## src/rtl/seg7_capture_if.sv

```systemverilog
// Frame bus between the 7-segment capture block and its consumer.
// The capture block is the master: it samples seg/seg_o and offers frames with valid/ready.
interface seg7_capture_if;
    logic [6:0] seg;
    logic       seg_o;
    logic       ready;
    logic       valid;
    logic [3:0] digit;
    logic       err;
    logic       ovf;

    modport master (
        input  seg, seg_o, ready,
        output valid, digit, err, ovf
    );

    modport slave (
        output seg, seg_o, ready,
        input  valid, digit, err, ovf
    );
endinterface

```

## src/rtl/seg7_capture.sv

```systemverilog
// Recovers a digit from a 7-segment bus: synchronise, debounce, decode, deliver over valid/ready.
// Optional error-frame counter (err_clr / err_cnt) is built when SEG7_ERR_COUNT_EN is defined.
module seg7_capture #(
    parameter int unsigned STABLE_CYCLES = 4
) (
    input  logic           clk,
    input  logic           rst,
    seg7_capture_if.master bus
`ifdef SEG7_ERR_COUNT_EN
    ,
    input  logic           err_clr,
    output logic [7:0]     err_cnt
`endif
);

    typedef enum logic [1:0] {IDLE, SETTLE, HOLD} state_t;

    localparam logic [3:0] CNT_MAX = 4'(STABLE_CYCLES);

    state_t     state, next_state;
    logic [7:0] sync1, sync2;
    logic [7:0] cur;
    logic [7:0] ref_q;
    logic [7:0] last_q;
    logic [3:0] cnt_q;
    logic [3:0] digit_q;
    logic       err_q;
    logic       ovf_q;

    logic       load_ref;
    logic       cnt_inc;
    logic       capture;
    logic [3:0] dec_digit;
    logic       dec_err;

    // Returns {err, digit}; anything outside the ten digit shapes is an error.
    function automatic logic [4:0] decode(input logic [6:0] s);
        case (s)
            7'h7E:   return 5'h00;
            7'h30:   return 5'h01;
            7'h6D:   return 5'h02;
            7'h79:   return 5'h03;
            7'h33:   return 5'h04;
            7'h5B:   return 5'h05;
            7'h5F:   return 5'h06;
            7'h70:   return 5'h07;
            7'h7F:   return 5'h08;
            7'h7B:   return 5'h09;
            default: return 5'h1F;
        endcase
    endfunction

    assign cur                  = sync2;
    assign {dec_err, dec_digit} = decode(ref_q[6:0]);

    // NOTE: every flop uses non-blocking assignment and the async reset branch,
    // so all state drops the instant rst rises, without waiting for a clock.
    always_ff @(posedge clk or posedge rst) begin
        if (rst) begin
            sync1 <= '0;
            sync2 <= '0;
        end else begin
            sync1 <= {bus.seg_o, bus.seg};
            sync2 <= sync1;
        end
    end

    always_ff @(posedge clk or posedge rst) begin
        if (rst) state <= IDLE;
        else     state <= next_state;
    end

    // NOTE: next_state gets a default before the case so no path infers a latch.
    always_comb begin
        next_state = state;
        case (state)
            IDLE: begin
                if (cur != last_q) next_state = SETTLE;
            end
            SETTLE: begin
                if (cur == last_q)                           next_state = IDLE;
                else if (cur == ref_q && cnt_q == CNT_MAX)   next_state = HOLD;
            end
            HOLD: begin
                if (bus.ready) next_state = IDLE;
            end
            default: next_state = IDLE;
        endcase
    end

    always_comb begin
        load_ref = 1'b0;
        cnt_inc  = 1'b0;
        capture  = 1'b0;
        case (state)
            IDLE: begin
                load_ref = (cur != last_q);
            end
            SETTLE: begin
                if (cur != last_q) begin
                    if (cur != ref_q)           load_ref = 1'b1;
                    else if (cnt_q == CNT_MAX)  capture  = 1'b1;
                    else                        cnt_inc  = 1'b1;
                end
            end
            default: ;
        endcase
    end

    always_ff @(posedge clk or posedge rst) begin
        if (rst) begin
            ref_q   <= '0;
            last_q  <= '0;
            cnt_q   <= '0;
            digit_q <= '0;
            err_q   <= 1'b0;
            ovf_q   <= 1'b0;
        end else begin
            if (load_ref) begin
                ref_q <= cur;
                cnt_q <= 4'd1;
            end else if (cnt_inc) begin
                cnt_q <= cnt_q + 4'd1;
            end
            // last remembers what was delivered, so an unchanged display is never re-sent.
            if (capture) begin
                last_q  <= ref_q;
                digit_q <= dec_digit;
                err_q   <= dec_err;
                ovf_q   <= ref_q[7];
            end
        end
    end

    assign bus.valid = (state == HOLD);
    assign bus.digit = digit_q;
    assign bus.err   = err_q;
    assign bus.ovf   = ovf_q;

`ifdef SEG7_ERR_COUNT_EN
    always_ff @(posedge clk or posedge rst) begin
        if (rst)                                     err_cnt <= '0;
        else if (err_clr)                            err_cnt <= '0;
        else if (capture && dec_err && err_cnt != 8'hFF) err_cnt <= err_cnt + 8'd1;
    end
`endif

endmodule

```

## src/flat_wrapper.sv

```systemverilog
// flat-port wrapper written by rule: the top's interface ports become plain ports
module seg7_capture_flat 
#(
    parameter int unsigned STABLE_CYCLES = 4
)
  (clk, rst, bus_seg, bus_seg_o, bus_ready, bus_valid, bus_digit, bus_err, bus_ovf);
  seg7_capture_if bus_i ();
  input  logic clk;
  input  logic rst;
  input wire logic [$bits(bus_i.seg)-1:0] bus_seg;
  input wire logic [$bits(bus_i.seg_o)-1:0] bus_seg_o;
  input wire logic [$bits(bus_i.ready)-1:0] bus_ready;
  output wire logic [$bits(bus_i.valid)-1:0] bus_valid;
  output wire logic [$bits(bus_i.digit)-1:0] bus_digit;
  output wire logic [$bits(bus_i.err)-1:0] bus_err;
  output wire logic [$bits(bus_i.ovf)-1:0] bus_ovf;
  assign bus_i.seg = bus_seg;
  assign bus_i.seg_o = bus_seg_o;
  assign bus_i.ready = bus_ready;
  assign bus_valid = bus_i.valid;
  assign bus_digit = bus_i.digit;
  assign bus_err = bus_i.err;
  assign bus_ovf = bus_i.ovf;
  seg7_capture #(.STABLE_CYCLES(STABLE_CYCLES)) u_core (.clk(clk), .rst(rst), .bus(bus_i));
endmodule
```

## config.mk

```make
export PLATFORM = sky130hd
export DESIGN_NAME = seg7_capture_flat
export DESIGN_NICKNAME = d
export VERILOG_FILES = /design/src/rtl/seg7_capture_if.sv /design/src/rtl/seg7_capture.sv /design/src/flat_wrapper.sv
export SDC_FILE = /design/constraint.sdc
export NUM_CORES = 1
export LEC_CHECK = 0
export CAP_MARGIN = 25
export CORE_ASPECT_RATIO = 0.6
export CORE_MARGIN = 1.5
export CORE_UTILIZATION = 51
export DETAILED_ROUTE_END_ITERATION = 16
export PLACE_DENSITY = 0.78
export SLEW_MARGIN = 20
export SYNTH_ARGS = -nofsm -noshare
export SYNTH_HDL_FRONTEND = slang
export SYNTH_SLANG_ARGS = --single-unit
```

## constraint.sdc

```tcl
create_clock -name clk -period 1.7 [get_ports clk]
set_input_delay 0.17 -clock clk [delete_from_list [all_inputs] [get_ports clk]]
set_output_delay 0.17 -clock clk [all_outputs]
set_load 0.005 [all_outputs]
```

Word level (Yosys, flattened, before mapping)
Index checks and enable logic that the tools add are counted.

Reductions and logical operators: 4. Equal/unequal tests: 20. Add/sub/neg operators: 1. Multiplexer cells: 19.

Operator list (count): 7-bit == test, second input constant (8); 5-bit case mux with 10 select lines (1); 8-bit == test (2); 8-bit != test (2); 7-bit by 6-bit == test with 1-bit output, second input constant (2); 1-bit two-way mux (10); 2-bit two-way mux (4); 4-bit two-way mux (2); 2-bit case mux with 3 select lines (1); 4-bit by 1-bit adder with 4-bit output, second input constant (1); 4-bit by 3-bit == test with 1-bit output, second input constant (1); 3-bit by 1-bit != test with 1-bit output, second input constant (1); 3-bit AND reduction (1); 2-bit by 1-bit == test with 1-bit output, second input constant (1); 2-bit == test, second input constant (1); 2-bit logical NOT (1); 2-bit by 1-bit != test with 1-bit output, second input constant (1); 2-bit != test, second input constant (1); 1-bit case mux with 2 select lines (1); 2-bit nonzero test (1); 1-bit logical AND (1).

Input port bits: 11. Bits in registers: 44. Logic and storage cells: 53.

Longest topological paths before layout
Gate-level depths: netlist (run 1).

Depth after elaboration: 7. Depth in mapped cells: 7. Depth with buffers taken out: 7.

Worst setup path after synthesis (run 1)
No wires, ideal clock.

Kind: flip-flop to flip-flop. Start point: register u_core.ref_q[5]. End point: register u_core.err_q (netlist: u_core.bus.err). Data required time: 1.575 ns. Setup slack: -0.169 ns. Library setup time: 0.125 ns. Cell stages (with the launch flop): 8. Buffers on the path: 2. Data arrival time: 1.744 ns. Cell sequence: dfrtp_1 > buf_6 > xor2_1 > nor4_2 > and3_2 > nand4_4 > buf_6 > mux2_4.

Longest elaborated chain between the ends: 4.

Ends and longest elaborated chain: start, declared (line seg7_capture.sv:23) `logic [7:0] ref_q;`; start signal, assigned (line seg7_capture.sv:120) `ref_q <= cur;`; 8-bit != test (line seg7_capture.sv:101) `if (cur != ref_q) load_ref = 1'b1;`; 1-bit two-way mux (line seg7_capture.sv:101); 1-bit two-way mux (line seg7_capture.sv:100) `if (cur != last_q) begin`; 1-bit two-way mux (line seg7_capture.sv:95) `case (state)`; end signal, assigned (line seg7_capture.sv:129) `err_q <= dec_err;`; end, declared (line seg7_capture.sv:27) `logic err_q;`.

Several ways; a longest one is shown, not always the timed one. A chain may end at the register's enable or synchronous reset.

Worst setup path after layout (run 1)
Start point: register u_core.sync2[5] (netlist: u_core.cur[5]). End point: register u_core.last_q[5].

Longest elaborated chain between the ends: 4.

Ends and longest elaborated chain: start, declared (line seg7_capture.sv:21) `logic [7:0] sync1, sync2;`; start signal, assigned (line seg7_capture.sv:64) `sync2 <= sync1;`; 8-bit != test (line seg7_capture.sv:101); 1-bit two-way mux (line seg7_capture.sv:101); 1-bit two-way mux * (line seg7_capture.sv:100); 1-bit two-way mux * (line seg7_capture.sv:95); end signal, assigned (line seg7_capture.sv:127) `last_q <= ref_q;`; end, declared (line seg7_capture.sv:24) `logic [7:0] last_q;`.

Mark *: on every way between the ends. The rest lies on a longest branch, timed or not.

==> run_results.csv, run 1 <==
group,metric,value,unit
logic_synthesis,avgSynthCellArea,13.0,um2
sta,fin_skew,0.00751,ns
detailed_routing,dr.pass1.iters,5,
clocking,cts_tree,"built",
logic_synthesis,netlist_area,1980,um2
floorplanning,fp-row-count,17,
logic_synthesis,syn_inst,152,
worst_hold_path,hold_path.class,"input port to async pin",
setup_path,cp-start-kind,"flip-flop",
setup_path,end_kind,"flip-flop",
grt,grt_pass1_vias,1281,
detailed_routing,ant_nets,0,
sta,relSlewSlack,64.4,%
finish,fin_area,2440,um2
logic_synthesis,synth_cell_type_count,42,
finish,fillers,281,
sta,finalSetupViolCount,24,
pwr,p_seq_share,57.1,%
pwr,powerDensity,771,nW/um2
setup_path,cp_slowest_cell,"dfrtp_1",
logic_synthesis,synth_seq_area_share,54.4,%
logic_synthesis,synthesis.nets,165,
grt,antenna_found_initial,0,
floorplanning,die_x,83.4,um
logic_synthesis,synth_warnings,0,
finish,nNetsFinal,200,
sta,fin_ws,-0.170,ns
floorplanning,fp.dieArea,4280,um2
finish,drive_gt1_share,32.6,%
grt,track_usage,20.1,%
finish,final_cell_mix,"dfrtp_1, clkdlybuf4s50_1, buf_4",
sta,hold_viol_final,0,
pwr,p_int,0.00142,W
sta,rsz0062_at_grt,"true",
outcome,violations,"negative setup slack",
clocking,root_buffer,"clkbuf_8",
finish,layout_commonest_cell,"dfrtp_1",
logic_synthesis,ys.flop_type,"dfrtp_1",
finish,seq_area,1080,um2
detailed_routing,initialDrtViolationCount,52,
logic_synthesis,synth-edff-count,0,
flow_run,cap_violations,0,
clocking,clk_path_buf_depth,2,
clocking,cts_sinks,43,
sta,final.setup.tns,-3.11,ns
clocking,cts_hold_buf,0,
setup_path,worstPathCellList,"xor2_1 > nor4_2 > and3_4 > nand4_4 > buf_12 > mux2_4",
setup_path,worst_ep_arrival_time,2.05,ns
placement,hpwl,2560,um
sta,min_period_over_period,110,%
placement,dpl_cell_area,2270,um2
pwr,p_leak,1.18,nW
grt,overflow,0,
clocking,clock_latency,0.29,ns
sta,period_needed,1.87,ns
pwr,switching_share,24.4,%
detailed_routing,finalWirelength,3770,um
setup_path,cpPeakStageDelay,0.42,ns
finish,multi_input_area,857,um2
grt,grt_pass1_wl,6310,um
pwr,p_comb_share,9.7,%
detailed_routing,avgRoutedWirePerCell,16.1,um
finish,synthToLayoutAreaGrowth,23.3,%
detailed_routing,drc,0,
pwr,p_clk_share,33.2,%
clocking,h-tree-depth,2,
pwr,p_sw,0.000459,W
sta,slew_violations,0,
grt,grt_max_degree,44,
finish,antenna_cells,0,
placement,place_congestion,0.769,
placement,portBuffers,17,
setup_path,path_max_fanout,14,
clocking,path_clk_slew,0.08,ns
sta,worstMarginPinSlew,0.535,ns
outcome,status,"finished, violations left",
logic_synthesis,async_flop_share,100,%
placement,preCtsSetupSlack,-0.307,ns
clocking,cts_buffers,5,
sta,max_clock_freq,0.535,GHz
setup_path,worstSetupPathType,"flip-flop to flip-flop",
floorplanning,fp.dieH,51.3,um
pwr,max-vdd-ir-drop,0.448,mV
detailed_routing,num_vias,1287,
pwr,p_total,0.00188,W
setup_path,cp_data_required_time,1.88,ns
detailed_routing,viasPerCell,5.50,
finish,final_core_util,66.0,%
floorplanning,start_util,53.5,%
floorplanning,ios,18,
logic_synthesis,synth_seq_cells,43,
floorplanning,core_area,3700,um2
==> synth_stat cells, types with 2 or more instances <==
cell | number | area (um2)
nand2_1 | 7 | 26.3
o21ai_0 | 6 | 30.0
nor3_1 | 2 | 10.0
inv_1 | 7 | 26.3
xor2_1 | 15 | 131
a21oi_1 | 4 | 20.0
mux2_2 | 4 | 45.0
a31o_2 | 2 | 17.5
o22ai_1 | 2 | 12.5
dfrtp_1 | 43 | 1080
ha_1 | 2 | 25.0
nand3_1 | 4 | 20.0
nor4_1 | 2 | 12.5
clkbuf_1 | 2 | 7.51
mux2i_1 | 2 | 20.0
nand3b_1 | 3 | 22.5
mux2_4 | 15 | 225
and2_1 | 2 | 12.5
buf_2 | 3 | 15.0
buf_6 | 3 | 33.8
==> power by group through the flow <==
stage | clock [W] | combinational [W] | sequential (W)
floorplan | 0 | 0.000115 | 0.00109
global placement | 0 | 0.000170 | 0.00109
detailed placement | 0 | 0.000175 | 0.00109
CTS | 0.000641 | 0.000180 | 0.00107
global route | 0.000699 | 0.000200 | 0.00108
finish | 0.000625 | 0.000182 | 0.00107
==> worst max-delay path, delay by kind of cell, from the launching register on <==
family	cells	cell delay (ns)
simple gates	3	0.69
flops	1	0.42
xor+xnor	1	0.17
mux	1	0.30
buf+inv	1	0.18
==> cells by family after synthesis <==
kind of cell | count (synthesis) | share of synthesized area [%]
compound gates | 23 | 7.84
xor+xnor | 16 | 7.08
fa+ha+maj | 2 | 1.26
buf+inv | 16 | 4.55
flops | 43 | 54.4
mux | 21 | 14.7
simple gates | 31 | 10.2
==> stage by stage <==
stage / hold WS, ns / instances
after floorplan: 0.201 / 152
after detailed placement: 0.336 / 224
final: 0.308 / 234
after global placement: 0.335 / 224
after global routing: 0.298 / 234
after CTS: 0.301 / 234
==> worst paths after layout <==
path | from | end | slack (ns) | cells after the start
worst min-delay path | rst | u_core.sync1[6] | 0.31 | 3
worst min register to register | u_core.sync1[7] | u_core.cur[7] | 0.35 | 0
min in group clk | bus_seg[0] | u_core.sync1[0] | 0.31 | 1
worst max-delay path | u_core.cur[5] | u_core.last_q[5] | -0.17 | 6
worst max register to register | u_core.cur[5] | u_core.last_q[5] | -0.17 | 6
max in group asynchronous | rst | u_core.last_q[1] | 1.01 | 3
==> routing by layer <==
| layer | GRT usage, % | up-vias | part of all wire, % |
|---|---|---|---|
| met2 | 30.5 | 33 | 44 |
| li1 | - | 596 | - |
| met3 | 6.62 | 4 | 4.9 |
| met1 | 27.6 | 654 | 50 |
| met4 | 6.56 | 0 | 0.66 |
| met5 | 0 | - | 0 |
==> timing repair <==
action | in CTS | in global routing
buffers inserted | 3 | 0
endpoints found under the setup margin | 24 | 27
gates resized for setup | 6 | 8
pin swaps | 3 | 2
cloned | 0 | 0
==> state kept, by name (all words and copies together) (netlist names), 2 cells and up <==
name / count
u_core.state: 2
u_core.bus.digit: 4
u_core.cnt_q: 4
u_core.last_q: 7
u_core.ref_q: 8
u_core.sync1: 8
u_core.cur: 8
==> area by class of cell <==
type,count,share of cell area (%)
timing repair buffer,37,13.9
tap,47,2.41
inverter,7,1.08
multi-input combinational,93,35.1
clock buffer,5,2.82
clock inverter,2,0.564
sequential,43,44.1
(Power assumes the default switching activity.)
==> run 2: changes to the inputs <==
--- a/config.mk
+++ b/config.mk
@@ -5,12 +5,14 @@
 export SDC_FILE = /design/constraint.sdc
 export NUM_CORES = 1
 export LEC_CHECK = 0
-export CAP_MARGIN = 25
+export CAP_MARGIN = 5
 export CORE_ASPECT_RATIO = 0.6
 export CORE_MARGIN = 1.5
 export CORE_UTILIZATION = 51
 export DETAILED_ROUTE_END_ITERATION = 16
 export PLACE_DENSITY = 0.78
+export SKIP_CTS_REPAIR_TIMING = 1
+export SKIP_LAST_GASP = 1
 export SLEW_MARGIN = 20
 export SYNTH_ARGS = -nofsm -noshare
 export SYNTH_HDL_FRONTEND = slang
==> run_results.csv, run 2 (same netlist as run 1, synthesis figures left out) <==
group,metric,value,unit
outcome,status,"finished, violations left",
outcome,violations,"negative setup slack",
detailed_routing,num_vias,1269,
placement,dpl.cell_count,224,
clocking,cts_sinks,43,
grt,use_met1,26.9,%
clocking,cts_tree,"built",
pwr,max-vdd-ir-drop,0.444,mV
finish,nNetsFinal,200,
pwr,p_total,0.00187,W
clocking,clk_path_buf_depth,2,
sta,holdWs,0.306,ns
floorplanning,core_area,3700,um2
clocking,path_clk_slew,0.08,ns
pwr,p_leak,1.17,nW
setup_path,cpPeakStageDelay,0.42,ns
finish,final_cell_mix,"dfrtp_1, buf_4, clkdlybuf4s50_1",
sta,min_period_over_period,110,%
finish,final_core_util,65.7,%
detailed_routing,finalWirelength,3720,um
floorplanning,fp-row-count,17,
sta,fin_skew,0.00830,ns
setup_path,path_max_fanout,14,
setup_path,cpLargestDelayFamily,"simple AND/OR/NAND/NOR gates",
finish,layout_commonest_cell,"dfrtp_1",
sta,hold_viol_final,0,
floorplanning,fp.dieArea,4280,um2
placement,hpwl,2560,um
finish,drive_gt1_share,32.1,%
setup_path,worst_ep_arrival_time,2.05,ns
detailed_routing,viasPerCell,5.42,
setup_path,end_kind,"flip-flop",
floorplanning,start_util,53.5,%
grt,grt_pass1_vias,1238,
setup_path,crit_buf_inv,1,
sta,rsz0062_at_grt,"true",
floorplanning,die_x,83.4,um
grt,gr-usage-met2,29.0,%
clocking,clock_latency,0.29,ns
grt,grt_pass1_wl,6090,um
grt,track_usage,19.5,%
sta,max_clock_freq,0.534,GHz
setup_path,cp-start-kind,"flip-flop",
sta,fin_ws,-0.172,ns
clocking,cts_buffers,5,
grt,overflow,0,
detailed_routing,avgRoutedWirePerCell,15.9,um
sta,finalSetupViolCount,23,
detailed_routing,initialDrtViolationCount,67,
detailed_routing,ant_nets,0,
setup_path,cp_data_required_time,1.88,ns
setup_path,worstPathCellList,"xor2_1 > nor4_2 > and3_4 > nand4_4 > buf_12 > mux2_4",
floorplanning,fp.dieH,51.3,um
setup_path,regToRegSetupSlack,-0.17,ns
sta,slew_violations,0,
setup_path,worstSetupPathType,"flip-flop to flip-flop",
clocking,h-tree-depth,2,
grt,grtUsageMet3,6.95,%
setup_path,cp_slowest_cell,"dfrtp_1",
sta,relSlewSlack,64.5,%
finish,fin_area,2430,um2
detailed_routing,drc,0,
grt,grt_max_degree,44,
sta,period_needed,1.87,ns
floorplanning,ios,18,
grt,antenna_found_initial,0,
sta,worstMarginPinSlew,0.533,ns
placement,portBuffers,17,
grt,busiest_layer,"met2",
finish,final_cells,234,
finish,synthToLayoutAreaGrowth,22.8,%
placement,place_congestion,0.769,
clocking,root_buffer,"clkbuf_8",
detailed_routing,dr.pass1.iters,4,
flow_run,cap_violations,0,
pwr,powerDensity,771,nW/um2
placement,dpl_cell_area,2270,um2
worst_hold_path,hold_path.class,"input port to async pin",
finish,antenna_cells,0,
==> run 2: cell counts in the layout (fill, tap and decap cells not counted) <==
Identical to the previous run, type by type.
==> run 2: per-layer routing <==
metal | part of all wire [%] | vias to the layer above
met4 | 0.73 | 0
met1 | 51 | 645
li1 | - | 591
met5 | 0 | -
met2 | 43 | 29
met3 | 4.6 | 4
==> run 2: path summary, 6_finish.rpt <==
check                                start          endpoint  cells after the start
setup / recovery             u_core.cur[5]  u_core.last_q[5]                      6
hold / removal                         rst   u_core.sync1[6]                      3
setup reg to reg             u_core.cur[5]  u_core.last_q[5]                      6
hold reg to reg            u_core.sync1[6]     u_core.cur[6]                      0
max in group asynchronous              rst  u_core.last_q[1]                      3
min in group clk                bus_seg[0]   u_core.sync1[0]                      1
==> run 2: layout make-up <==
class | instances | area (um2)
multi-input combinational | 93 | 853
clock inverter | 2 | 13.8
sequential | 43 | 1080
inverter | 7 | 26.3
clock buffer | 5 | 68.8
timing repair buffer | 37 | 333
fill | 287 | 1270
tap | 47 | 58.8
==> run 2: worst register-to-register path, cell delays in order (launching register included) <==
cell,delay [ns]
dfrtp_1,0.42
xor2_1,0.17
nor4_2,0.34
and3_4,0.25
nand4_4,0.10
buf_12,0.18
mux2_4,0.31
==> run 2: power by group <==
group | total, W | internal [W] | leakage (nW) | switching (W)
logic | 0.000181 | 0.0000884 | 0.592 | 0.0000926
registers | 0.00107 | 0.00105 | 0.535 | 0.0000216
clock network | 0.000619 | 0.000281 | 0.0440 | 0.000338
total | 0.00187 | 0.00142 | 1.17 | 0.000452
==> run 2: through the flow <==
step	setup TNS (ns)	setup slack, ns
2_1_floorplan	-2.38	-0.169
6_report	-2.52	-0.172
3_5_place_dp	-5.29	-0.307
4_1_cts	-5.66	-0.318
3_3_place_gp	-4.00	-0.233
5_1_grt	-4.08	-0.241
==> patch: new RTL, settings of run 2 <==
Encoding of `state_t`: now one-hot (3 bits for 3 states).
--- a/src/rtl/seg7_capture.sv
+++ b/src/rtl/seg7_capture.sv
@@ -15,3 +15,3 @@
 
-    typedef enum logic [1:0] {IDLE, SETTLE, HOLD} state_t;
+    typedef enum logic [2:0] {IDLE = 3'b001, SETTLE = 3'b010, HOLD = 3'b100} state_t;
 
Behaviour: same outputs for any inputs over 10 cycles, from zero or initial values and one cycle with rst high; not proved beyond that.
==> patch against run 2 <==
The run still ends with setup timing left. Final area is 13% higher. Maximum frequency is 14% lower. Routed wire length is 25% higher. Sequential cell count is 1 higher. Synthesized area is 4.3% higher. Synthesized cell count is 4.6% higher. Worst setup slack worse by 0.31 ns. Via count is 12% higher. Largest cell class unchanged.
Power is not compared: it rests on default switching activity, and its combinational part moved more than twofold at a synthesized area within 25%.
==> patch: results <==
set metrics [dict create \
    status "finished with violations" \
    failed_checks "setup timing" \
    maxUsedRoutingLayer "met4" \
    dominantRegCellSynth "dfrtp_1" \
    met2WireLength_um 2150 \
    met3_wirelength_um 293 \
    power.static_leakage_nw 1.32 \
    ys_top_cells_by_count "dfrtp_1 (43), xor2_1 (14), mux2_2 (12)" \
    hpwl_um 2920 \
    number_of_enable_type_register_cells_in_the_synthesized_netlist 0 \
    grt_pass1_wl_um 6980 \
    clk-insertion-delay-late_ns 0.30 \
    r2r-start "u_core.cur[2]" \
    power.sequential.fraction_pct 35.8 \
    worst_hold_path_type "input port to asynchronous set/reset pin" \
    switchingPower_mw 1.26 \
    grt_max_degree 45 \
    power_clock_mw 0.787 \
    grt_use_met3_pct 5.51 \
    syn_nets 172 \
    crit_fanout 7 \
    vias_in_the_first_global_route 1451 \
    final_layout_size_suffix_gt1_share_pct 39.6 \
    multi_input_area_um2 965 \
    drt-vias-per-instance 5.50 \
    globalRouteMet1Util_pct 27.2 \
    reg2regPathDepth 5 \
    ys_top_cells_by_area "dfrtp_1 (52%), mux2_2 (6.5%), xor2_1 (5.9%), mux2_4 (5.8%), mux2i_1 (2.4%)" \
    clkSlewWorstSetupHoldPaths_ns 0.08 \
    ys_warn_count 0 \
    finalSetupViolCount 26 \
    antenna_found_initial 0 \
    setup_slack_ns -0.479 \
    worst_margin_pin_slew_ns 0.394 \
    htreeDepth 2 \
    vdd_drop_max_v 0.000642 \
    placed_area_um2 2500 \
    detail_route.first_pass.iterations 4 \
    number_of_nets_in_the_final_layout 224 \
    filler_cell_count 241 \
    synth_sequential_area_ratio_pct 53.4 \
    detail_route.iter0.violations 42 \
    totalWireLength_um 4660 \
    timing.critical_path.arrival_ns 2.36 \
    gr-usage-all-layers_pct 21.5 \
    wl_met1_um 2110 \
    synthArstFlopShare_pct 100 \
    finClkSkew_ns 0.00307 \
    rr_endpoint "u_core.last_q[3]" \
    final_weighted_congestion_of_routability_driven_global_placement 0.853 \
    grtUsageMet2_pct 35.3 \
]
[patch: worst max-delay path by stage]
stage,start,slack (ns),cells after the start,end
after floorplan,u_core.ref_q[2],-0.56,8,u_core.bus.ovf
after global placement,u_core.cur[2],-0.39,5,u_core.last_q[1]
after detailed placement,u_core.cur[2],-0.46,5,u_core.last_q[5]
after CTS,u_core.cur[2],-0.48,5,u_core.last_q[3]
after global routing,u_core.cur[2],-0.53,5,u_core.last_q[1]
final,u_core.cur[2],-0.48,5,u_core.last_q[3]
[patch: per-stage QoR]
step	power (mW)	setup TNS, ns	worst slack, ns	hold slack, ns	instances
finish	3.69	-9.49	-0.479	0.226	259
global route	3.89	-11.41	-0.535	0.303	259
CTS	3.59	-9.74	-0.476	0.241	253
detailed placement	2.80	-9.28	-0.460	0.336	245
global placement	2.72	-7.42	-0.390	0.332	245
floorplan	2.37	-8.31	-0.562	0.201	159
[patch: area by class of cell]
cell class | instances | share of cell area (%)
clock buffers | 6 | 2.65
clock inverters | 2 | 1.28
inverters | 8 | 1.09
multi-input cells | 98 | 35.2
flip-flops and latches | 44 | 40.2
well taps | 47 | 2.14
repair buffers | 54 | 17.4
[patch: worst max-delay path, cell delays in order (launching register included)]
cell	delay (ns)
dfrtp_1	0.43
xor2_2	0.20
nor4_4	0.33
nand2_2	0.14
or4b_4	0.62
mux2_4	0.34
[patch: kinds of logic (layout without fill, tap and decap cells)]
logic type	after synthesis	in the layout	share of synthesized area, %
buffers and inverters	18	70	5.15
AND/OR/NAND/NOR	32	33	11.1
AO/OA/AOI/OAI	22	22	7.58
flip-flops	44	44	53.4
XOR/XNOR	16	16	6.79
adder cells (fa/ha/maj)	2	2	1.21
multiplexers	25	25	14.8
